**config.mk**
```make
export PLATFORM = sky130hd
export DESIGN_NAME = mux_stream_nto1
export DESIGN_NICKNAME = d
export VERILOG_FILES = /design/src/rtl/mux_pkg.sv /design/src/rtl/rr_arbiter.sv /design/src/rtl/mux_stream_nto1.sv
export SDC_FILE = /design/constraint.sdc
export NUM_CORES = 1
export LEC_CHECK = 0
export BUFFER_PORTS_ARGS = -buffer_cell sky130_fd_sc_hd__buf_2
export CAP_MARGIN = 40
export CORE_AREA = 8 8 231 233
export CTS_BUF_LIST = sky130_fd_sc_hd__clkbuf_8 sky130_fd_sc_hd__clkbuf_16
export CTS_CLUSTER_SIZE = 24
export DETAILED_ROUTE_END_ITERATION = 8
export DIE_AREA = 0 0 239 241
export PLACE_DENSITY = 0.37
export SLEW_MARGIN = 0
export SYNTH_ARGS = -nofsm -noshare
export SYNTH_HDL_FRONTEND = slang
export SYNTH_SLANG_ARGS = --single-unit
```
**constraint.sdc**
```tcl
create_clock -name clk -period 4.4 [get_ports clk]
set_input_delay 0.22 -clock clk [delete_from_list [all_inputs] [get_ports clk]]
set_output_delay 0.22 -clock clk [all_outputs]
set_load 0.005 [all_outputs]
```
**src/rtl/mux_pkg.sv**
```systemverilog
// mux_pkg: mode constants and the round-robin pick helper shared by stream arbiters
package mux_pkg;
  localparam logic MODE_FIXED = 1'b0;
  localparam logic MODE_RR = 1'b1;
  localparam int MAX_CH = 32;
  typedef struct packed {
    logic [4:0] idx;
    logic found;
  } pick_t;
  // Scans downward in offset so the first valid channel at or after ptr wins last
  function automatic pick_t rr_pick(input logic [MAX_CH-1:0] valid, input logic [4:0] ptr, input int n);
    pick_t p;
    logic [5:0] c;
    p = '0;
    for (int i = MAX_CH - 1; i >= 0; i--) begin
      c = 6'(ptr) + 6'(i);
      if (c >= 6'(n)) c = c - 6'(n);
      if (i < n && valid[c[4:0]]) begin
        p.idx = c[4:0];
        p.found = 1'b1;
      end
    end
    return p;
  endfunction
endpackage

```
**src/rtl/rr_arbiter.sv**
```systemverilog
// rr_arbiter: combinational round-robin grant starting the search at ptr
module rr_arbiter import mux_pkg::*; #(
  parameter int N = 8,
  parameter int SELW = $clog2(N)
) (
  input  logic [N-1:0]    valid,
  input  logic [SELW-1:0] ptr,
  output logic [SELW-1:0] grant,
  output logic            grantValid
);
  pick_t pick;
  logic unusedIdx;
  always_comb pick = rr_pick(MAX_CH'(valid), 5'(ptr), N);
  assign grant = pick.idx[SELW-1:0];
  assign grantValid = pick.found;
  assign unusedIdx = ^pick.idx;
endmodule

```
**src/rtl/mux_stream_nto1.sv**
```systemverilog
// mux_stream_nto1: N-to-1 stream mux with registered output, fixed or round-robin select
module mux_stream_nto1 import mux_pkg::*; #(
  parameter int WIDTH = 64,
  parameter int N = 8,
  parameter int SELW = $clog2(N)
) (
  input  logic                 clk,
  input  logic                 rst,
  input  logic [N*WIDTH-1:0]   in_data,
  input  logic [N-1:0]         in_valid,
  output logic [N-1:0]         in_ready,
  input  logic [SELW-1:0]      sel,
  input  logic                 rr_mode,
  output logic [WIDTH-1:0]     out_data,
  output logic [SELW-1:0]      out_chan,
  output logic                 out_valid,
  input  logic                 out_ready,
  output logic                 sel_err
);
  localparam int NP = 1 << SELW;
  logic [NP-1:0] validPad;
  logic [SELW-1:0] ptr;
  logic [SELW-1:0] rrGrant;
  logic [SELW-1:0] grant;
  logic rrValid;
  logic grantValid;
  logic selOob;
  logic load;
  logic [WIDTH-1:0] chData [N];
  rr_arbiter #(.N(N), .SELW(SELW)) arb (
    .valid(in_valid),
    .ptr(ptr),
    .grant(rrGrant),
    .grantValid(rrValid)
  );
  for (genvar i = 0; i < N; i++) begin : g_ch
    assign chData[i] = in_data[i*WIDTH +: WIDTH];
  end
  // Padding in_valid lets an out-of-range sel index safely when N is not a power of 2
  always_comb begin
    validPad = NP'(in_valid);
    selOob = 32'(sel) >= N;
    grant = (rr_mode == MODE_RR) ? rrGrant : sel;
    grantValid = (rr_mode == MODE_RR) ? rrValid : !selOob && validPad[sel];
    load = grantValid && (!out_valid || out_ready) && !rst;
    in_ready = load ? N'(1) << grant : '0;
  end
  always_ff @(posedge clk) begin
    if (rst) begin
      out_valid <= 1'b0;
      out_data <= '0;
      out_chan <= '0;
      sel_err <= 1'b0;
      ptr <= '0;
    end else begin
      sel_err <= rr_mode == MODE_FIXED && selOob;
      if (load) begin
        out_valid <= 1'b1;
        out_data <= chData[grant];
        out_chan <= grant;
        if (rr_mode == MODE_RR) ptr <= (grant == SELW'(N - 1)) ? '0 : grant + 1'b1;
      end else if (out_ready) begin
        out_valid <= 1'b0;
      end
    end
  end
endmodule

```
==> results of run 1 <==
==> power groups by stage <==
stage / sequential (mW) / clock [mW] / combinational, mW
3_5_place_dp: 0.806 / 0 / 2.84
3_3_place_gp: 0.804 / 0 / 2.84
5_1_grt: 0.806 / 0.866 / 3.03
2_1_floorplan: 0.815 / 0 / 1.99
4_1_cts: 0.794 / 0.848 / 2.85
6_report: 0.793 / 0.798 / 2.80
==> layout make-up <==
cell class / instances / area (sq um) / area share [%]
diodes: 1 / 2.502 / 0.02001
clock buffers: 10 / 239.0 / 1.911
clock inverters: 6 / 70.07 / 0.5603
inverters: 13 / 48.80 / 0.3902
multi-input cells: 710 / 6364 / 50.89
flip-flops and latches: 71 / 1421 / 11.37
well taps: 672 / 840.8 / 6.724
repair buffers: 655 / 3518 / 28.14
==> worst min-delay path, stage by stage <==
cell	delay, ns
buf_2	0.10
inv_1	0.06
a21oi_1	0.06
nor2_1	0.07
==> layer usage <==
layer	vias up	wire length [um]
li1	4468	-
met1	4281	16770
met2	385	22470
met3	43	3482
met4	4	829
met5	-	26
==> cell families (layout without fill, tap and decap cells) <==
group,Yosys count,after routing
AO/OA/AOI/OAI,97,97
XOR/XNOR,5,5
adder cells (fa/ha/maj),6,6
buffers and inverters,100,684
flip-flops,71,71
multiplexers,424,424
other,1,2
AND/OR/NAND/NOR,177,177
==> worst paths after layout <==
path,from,slack (ns),end,cells after the start
hold reg to reg,out_chan[0]$_SDFFE_PP0P_,0.48,out_chan[0]$_SDFFE_PP0P_,2
hold / removal,out_ready,0.19,out_valid$_SDFFE_PP0P_,4
setup / recovery,ptr[0]$_SDFFE_PP0P_,0.34,in_ready[7],11
setup reg to reg,ptr[0]$_SDFFE_PP0P_,0.46,out_data[36]$_SDFFE_PP0P_,11
==> sequential cells by signal (all words and copies together) (netlist names) <==
register   cells
out_valid      1
out_chan       3
ptr            3
out_data      64
==> layout by cell type (no fill, tap or decap), drive strengths merged, types with 3 or more instances in the layout <==
cell type  synthesis  routed
nor2             139     139
o221a             64      64
clkinvlp           0       3
and2               3       3
clkbuf            37      10
mux4              17      17
a221oi             4       4
buf               50     655
nand3              3       3
dfxtp             71      71
nand2             14      14
mux2i            395     395
mux2              12      12
a21oi              5       5
nor3b              4       4
o21ai              3       3
nor3               4       4
ha                 6       6
inv               13      13
nand2b             4       4
xnor2              4       4
==> run_results.csv, run 1 <==
group,metric,value,unit
clock_tree,cts-root-buf,"clkbuf_16",
global_route,grt_pass1_wl,62370,um
global_route,grt.overflow.total,0,
critical_path,worstPathCellList,"buf_4, mux4_2, mux2_4, a211o_1, a2111oi_2, a2bb2oi_4, buf_12, buf_4, nand2b_1, nor2_1, buf_2",
global_route,grt_max_degree,47,
critical_path,critical_path.max_fanout,40,
timing,min_period,4.060,ns
critical_path,cp-start-kind,"flip-flop",
synthesis,synth.avg_cell_area,9.608,sq um
place,detailed_place_hpwl,36500,um
synthesis,synth_top_cell_area_share,46.71,%
power_and_ir_drop,powerDensity,351.0,nW/um^2
timing,worstMarginPinSlew,0.5899,ns
critical_path,path_class,"flip-flop to output pin",
synthesis,synth_xor_area_share,0.5174,%
final_layout,postLayoutCellArea,12500,sq um
critical_path,cp_top_family,"compound AO/OA/AOI/OAI gates",
power_and_ir_drop,power,4.389,mW
synthesis,synth_cells,881,
timing,maxSlewHeadroom,60.49,%
clock_tree,cts_resized,0,
timing,timing.final.ws_setup,0.3399,ns
die,std_cell_rows,82,
global_route,met3_usage,4.350,%
synthesis,yosysTopAreaCell,"mux2i_1",
synthesis,synth_commonest_cells,"395 x mux2i_1, 139 x nor2_1, 71 x dfxtp_1",
critical_path,slowest_stage,"mux4_2",
power_and_ir_drop,switching_share,41.73,%
synthesis,yosys.area_share.simple,8.544,%
power_and_ir_drop,p_leak,6.498,nW
clock_tree,clk_pin_slew_worst_paths,0.08,ns
synthesis,yosys_register_bits,71,
critical_path,cpMostUsedCell,"buf_4",
global_route,top_usage_layer,"met2",
clock_tree,cts_tree,"yes",
global_route,track_usage,14.15,%
synthesis,muxShareOfSynthArea,52.88,%
die,core-area,49660,sq um
synthesis,synth_top_family_by_area,"multiplexers",
critical_path,timing.critical_path.required,4.18,ns
timing,hold_viol,0,
global_route,antenna_found_initial,5,
timing,rsz0062_at_grt,"no",
die,dieArea,57600,sq um
timing,finalSetupViolations,0,
clock_tree,cts-hold-fix-buffers,0,
critical_path,cpPeakStageDelay,0.56,ns
run_status,outcome,"finished clean",
synthesis,async_reset_ff_share,0,%
drt,drt-total-wl,43580,um
timing,holdWs,0.1868,ns
clock_tree,cts_buffers,9,
clock_tree,insertion_delay,0.37,ns
power_and_ir_drop,seqPwrFrac,18.1,%
timing,period_share,92.28,%
critical_path,end_kind,"output pin",
power_and_ir_drop,switchingPower,1.831,mW
die,die_h,241,um
final_layout,nets,1993,
final_layout,instances_no_fill,2138,
timing,tns,0,ns
worst_hold_path,hold_path.class,"input port to flip-flop",
die,die_x,239,um
synthesis,yosys.cell_count.top_type,"mux2i_1",
clock_tree,cts.sinks,71,
power_and_ir_drop,combPwrFrac,63.8,%
global_route,grt_util_met2,26.13,%
synthesis,synth_enable_flop_cells,0,
drt,drt-pass1-iter-count,4,
place,port_buffers,602,
critical_path,cp_num_buf_inv,4,
synthesis,synthAdderAreaFrac,0.8869,%
power_and_ir_drop,p_int,2.557,mW
synthesis,synth-compound-area-share,11.72,%
drt,detail_route.vias_per_cell,4.294,
synthesis,synthesis.nets,1414,
clock_tree,htreeDepth,3,
place,numPlacedInstances,2121,
die,start_util,17.05,%
final_layout,area_delta_synth_final,47.73,%
flow_run,cap_viol_max_count,0,
drt,vias,9181,
clock_tree,post-cts-setup-buffer-count,0,
timing,skew,0.01414,ns
synthesis,yosys-top-cells-area,"mux2i_1 47%, dfxtp_1 17%, o221a_1 8.5%, nor2_1 6.2%, mux4_2 4.5%",
drt,routedWlPerCell,20.38,um
synthesis,yosysSeqAreaShare,16.79,%
die,io_pins,604,
global_route,use_met1,15.47,%
timing,slew_viol_final,0,
drt,antenna_left,0,
place,gp_congestion,0.9042,
synthesis,yosysWarnings,0,
synthesis,ys.flop_type,"dfxtp_1",
power_and_ir_drop,peakVddDrop,0.0001536,V
place,place_ws,0.4690,ns
place,placed_cell_area,12190,sq um
timing,fmax,246.3,MHz
drt,drc,0,
synthesis,yosysUniqueCellTypes,55,
power_and_ir_drop,clkPwrFrac,18.2,%
drt,drt_iter0_drc,339,
critical_path,cp.arrival,3.84,ns
global_route,grt_pass1_vias,10119,
synthesis,syn_area,8464,sq um
final_layout,fillers,5495,
final_layout,post_route_cells_drive_above_1_share,47.92,%
final_layout,post-route-util,25.18,%
clock_tree,cts_buffer_depth,2,
(Power assumes the default switching activity.)
==> inputs of run 2 (changes only) <==
==> constraint.sdc (replaced) <==
create_clock -name clk -period 5.2 [get_ports clk]
set_input_delay 0.26 -clock clk [delete_from_list [all_inputs] [get_ports clk]]
set_output_delay 0.26 -clock clk [all_outputs]
set_load 0.005 [all_outputs]
==> run_results.csv, run 2 (synthesis gave the netlist of run 1 again) <==
group,metric,value,unit
global_route,grt_pass1_vias,9678,
power_and_ir_drop,p_leak,6.418,nW
power_and_ir_drop,power,3.597,mW
drt,routedWlPerCell,20.53,um
worst_hold_path,hold_depth,4,
clock_tree,cts-root-buf,"clkbuf_16",
timing,hold_viol,0,
place,place_ws,0.8081,ns
drt,drt_iter0_drc,300,
global_route,grt_pass1_wl,61960,um
drt,drt-pass1-iter-count,5,
final_layout,largestRegisters,"out_data: 64 flops, out_chan: 3 flops, ptr: 3 flops",
worst_hold_path,hold-path-endpoint,"out_valid$_SDFFE_PP0P_",
final_layout,area_delta_synth_final,45.85,%
final_layout,fillers,5456,
critical_path,timing.critical_path.required,4.94,ns
timing,worstMarginPinSlew,0.5967,ns
worst_hold_path,min_from,"out_ready",
power_and_ir_drop,clkPwrFrac,17.3,%
drt,detail_route.vias_per_cell,4.261,
timing,slew_viol_final,0,
die,die_h,241,um
clock_tree,post-cts-setup-buffer-count,0,
die,start_util,17.05,%
timing,finalSetupViolations,0,
worst_hold_path,hold_path.class,"input port to flip-flop",
timing,timing.final.ws_setup,0.8316,ns
global_route,grt.overflow.total,0,
timing,tns,0,ns
global_route,antenna_found_initial,4,
final_layout,final_common_cell,"buf_2",
clock_tree,cts.sinks,71,
power_and_ir_drop,p_int,2.070,mW
die,io_pins,604,
drt,drt-total-wl,43600,um
critical_path,cp-start-kind,"flip-flop",
final_layout,final_cell_mix,"602 x buf_2, 395 x mux2i_1, 139 x nor2_1",
critical_path,r2r_start,"ptr[0]$_SDFFE_PP0P_",
timing,period_share,84.01,%
die,std_cell_rows,82,
power_and_ir_drop,powerDensity,291.4,nW/um^2
global_route,grt_max_degree,63,
drt,drc,0,
final_layout,nets,1979,
clock_tree,htreeDepth,3,
clock_tree,clk_pin_slew_worst_paths,0.06,ns
place,placed_cell_area,12080,sq um
flow_run,cap_viol_max_count,0,
global_route,met3_usage,4.669,%
timing,skew,0.01058,ns
die,dieArea,57600,sq um
power_and_ir_drop,switching_share,42.46,%
critical_path,end_kind,"output pin",
place,gp_congestion,0.9236,
die,core-area,49660,sq um
timing,holdWs,0.2285,ns
drt,antenna_left,0,
place,numPlacedInstances,2107,
final_layout,largest_register_ffs,64,
global_route,top_usage_layer,"met2",
timing,min_period,4.368,ns
run_status,outcome,"finished clean",
clock_tree,cts_resized,0,
power_and_ir_drop,peakVddDrop,0.0001407,V
power_and_ir_drop,seqPwrFrac,18.8,%
critical_path,r2r-end,"out_data[35]$_SDFFE_PP0P_",
critical_path,reg2reg_depth,12,
global_route,grt_util_met2,26.10,%
place,port_buffers,602,
final_layout,post_route_cells_drive_above_1_share,47.31,%
global_route,track_usage,14.12,%
timing,maxSlewHeadroom,60.03,%
clock_tree,cts_buffer_depth,2,
final_layout,largest-register,"out_data",
clock_tree,insertion_delay,0.37,ns
final_layout,postLayoutCellArea,12350,sq um
critical_path,cp.arrival,4.11,ns
final_layout,instances_no_fill,2124,
clock_tree,cts_tree,"yes",
timing,rsz0062_at_grt,"no",
die,die_x,239,um
power_and_ir_drop,switchingPower,1.528,mW
drt,vias,9051,
final_layout,post-route-util,24.86,%
timing,fmax,228.9,MHz
place,detailed_place_hpwl,36010,um
critical_path,reg2reg_slack,0.88,ns
critical_path,path_class,"flip-flop to output pin",
global_route,use_met1,15.33,%
clock_tree,cts-hold-fix-buffers,0,
clock_tree,cts_buffers,9,
critical_path,critical_path.max_fanout,44,
power_and_ir_drop,combPwrFrac,63.8,%
## run 2: routing by layer
metal  vias to the layer above  routed length [um]
li1                       4447                   -
met1                      4172               16830
met2                       388               22550
met3                        40                3306
met4                         4                 884
met5                         -                  27
## run 2: worst max-delay path: stages (launching register included)
cell      delay [ns]
dfxtp_1         0.32
buf_4           0.23
inv_2           0.06
ha_1            0.61
mux2_1          0.37
mux4_2          0.51
o22a_1          0.24
o211a_1         0.25
a221oi_4        0.37
buf_12          0.30
buf_4           0.25
nor3_1          0.07
buf_2           0.13
## run 2: how the worst max path moves through the flow
| stage | start | to | slack, ns | depth (start not counted) |
|---|---|---|---|---|
| 3_5_place_dp | ptr[0]$_SDFFE_PP0P_ | out_data[61]$_SDFFE_PP0P_ | 0.81 | 13 |
| 6_report | ptr[0]$_SDFFE_PP0P_ | in_ready[1] | 0.83 | 12 |
| 2_1_floorplan | ptr[2]$_SDFFE_PP0P_ | in_ready[0] | 1.29 | 12 |
| 4_1_cts | ptr[0]$_SDFFE_PP0P_ | in_ready[1] | 0.70 | 12 |
| 5_1_grt | ptr[2]$_SDFFE_PP0P_ | in_ready[1] | 0.50 | 12 |
| 3_3_place_gp | ptr[0]$_SDFFE_PP0P_ | out_data[61]$_SDFFE_PP0P_ | 0.78 | 13 |
## run 2: area by class of cell
type | instances | area [sq um] | area share, %
diodes | 2 | 5.005 | 0.04054
clock inverters | 5 | 26.28 | 0.2128
repair buffers | 641 | 3401 | 27.55
multi-input cells | 710 | 6364 | 51.55
flip-flops and latches | 71 | 1421 | 11.51
clock buffers | 10 | 239.0 | 1.936
inverters | 13 | 48.80 | 0.3953
well taps | 672 | 840.8 | 6.811
## run 2: power by group through the flow
stage                     clock network (mW)  registers (mW)  logic (mW)
final                                  0.623           0.678        2.30
after global routing                   0.683           0.688        2.49
after CTS                              0.664           0.678        2.34
after detailed placement                   0           0.688        2.34
after global placement                     0           0.685        2.33
after floorplan                            0           0.689        1.68
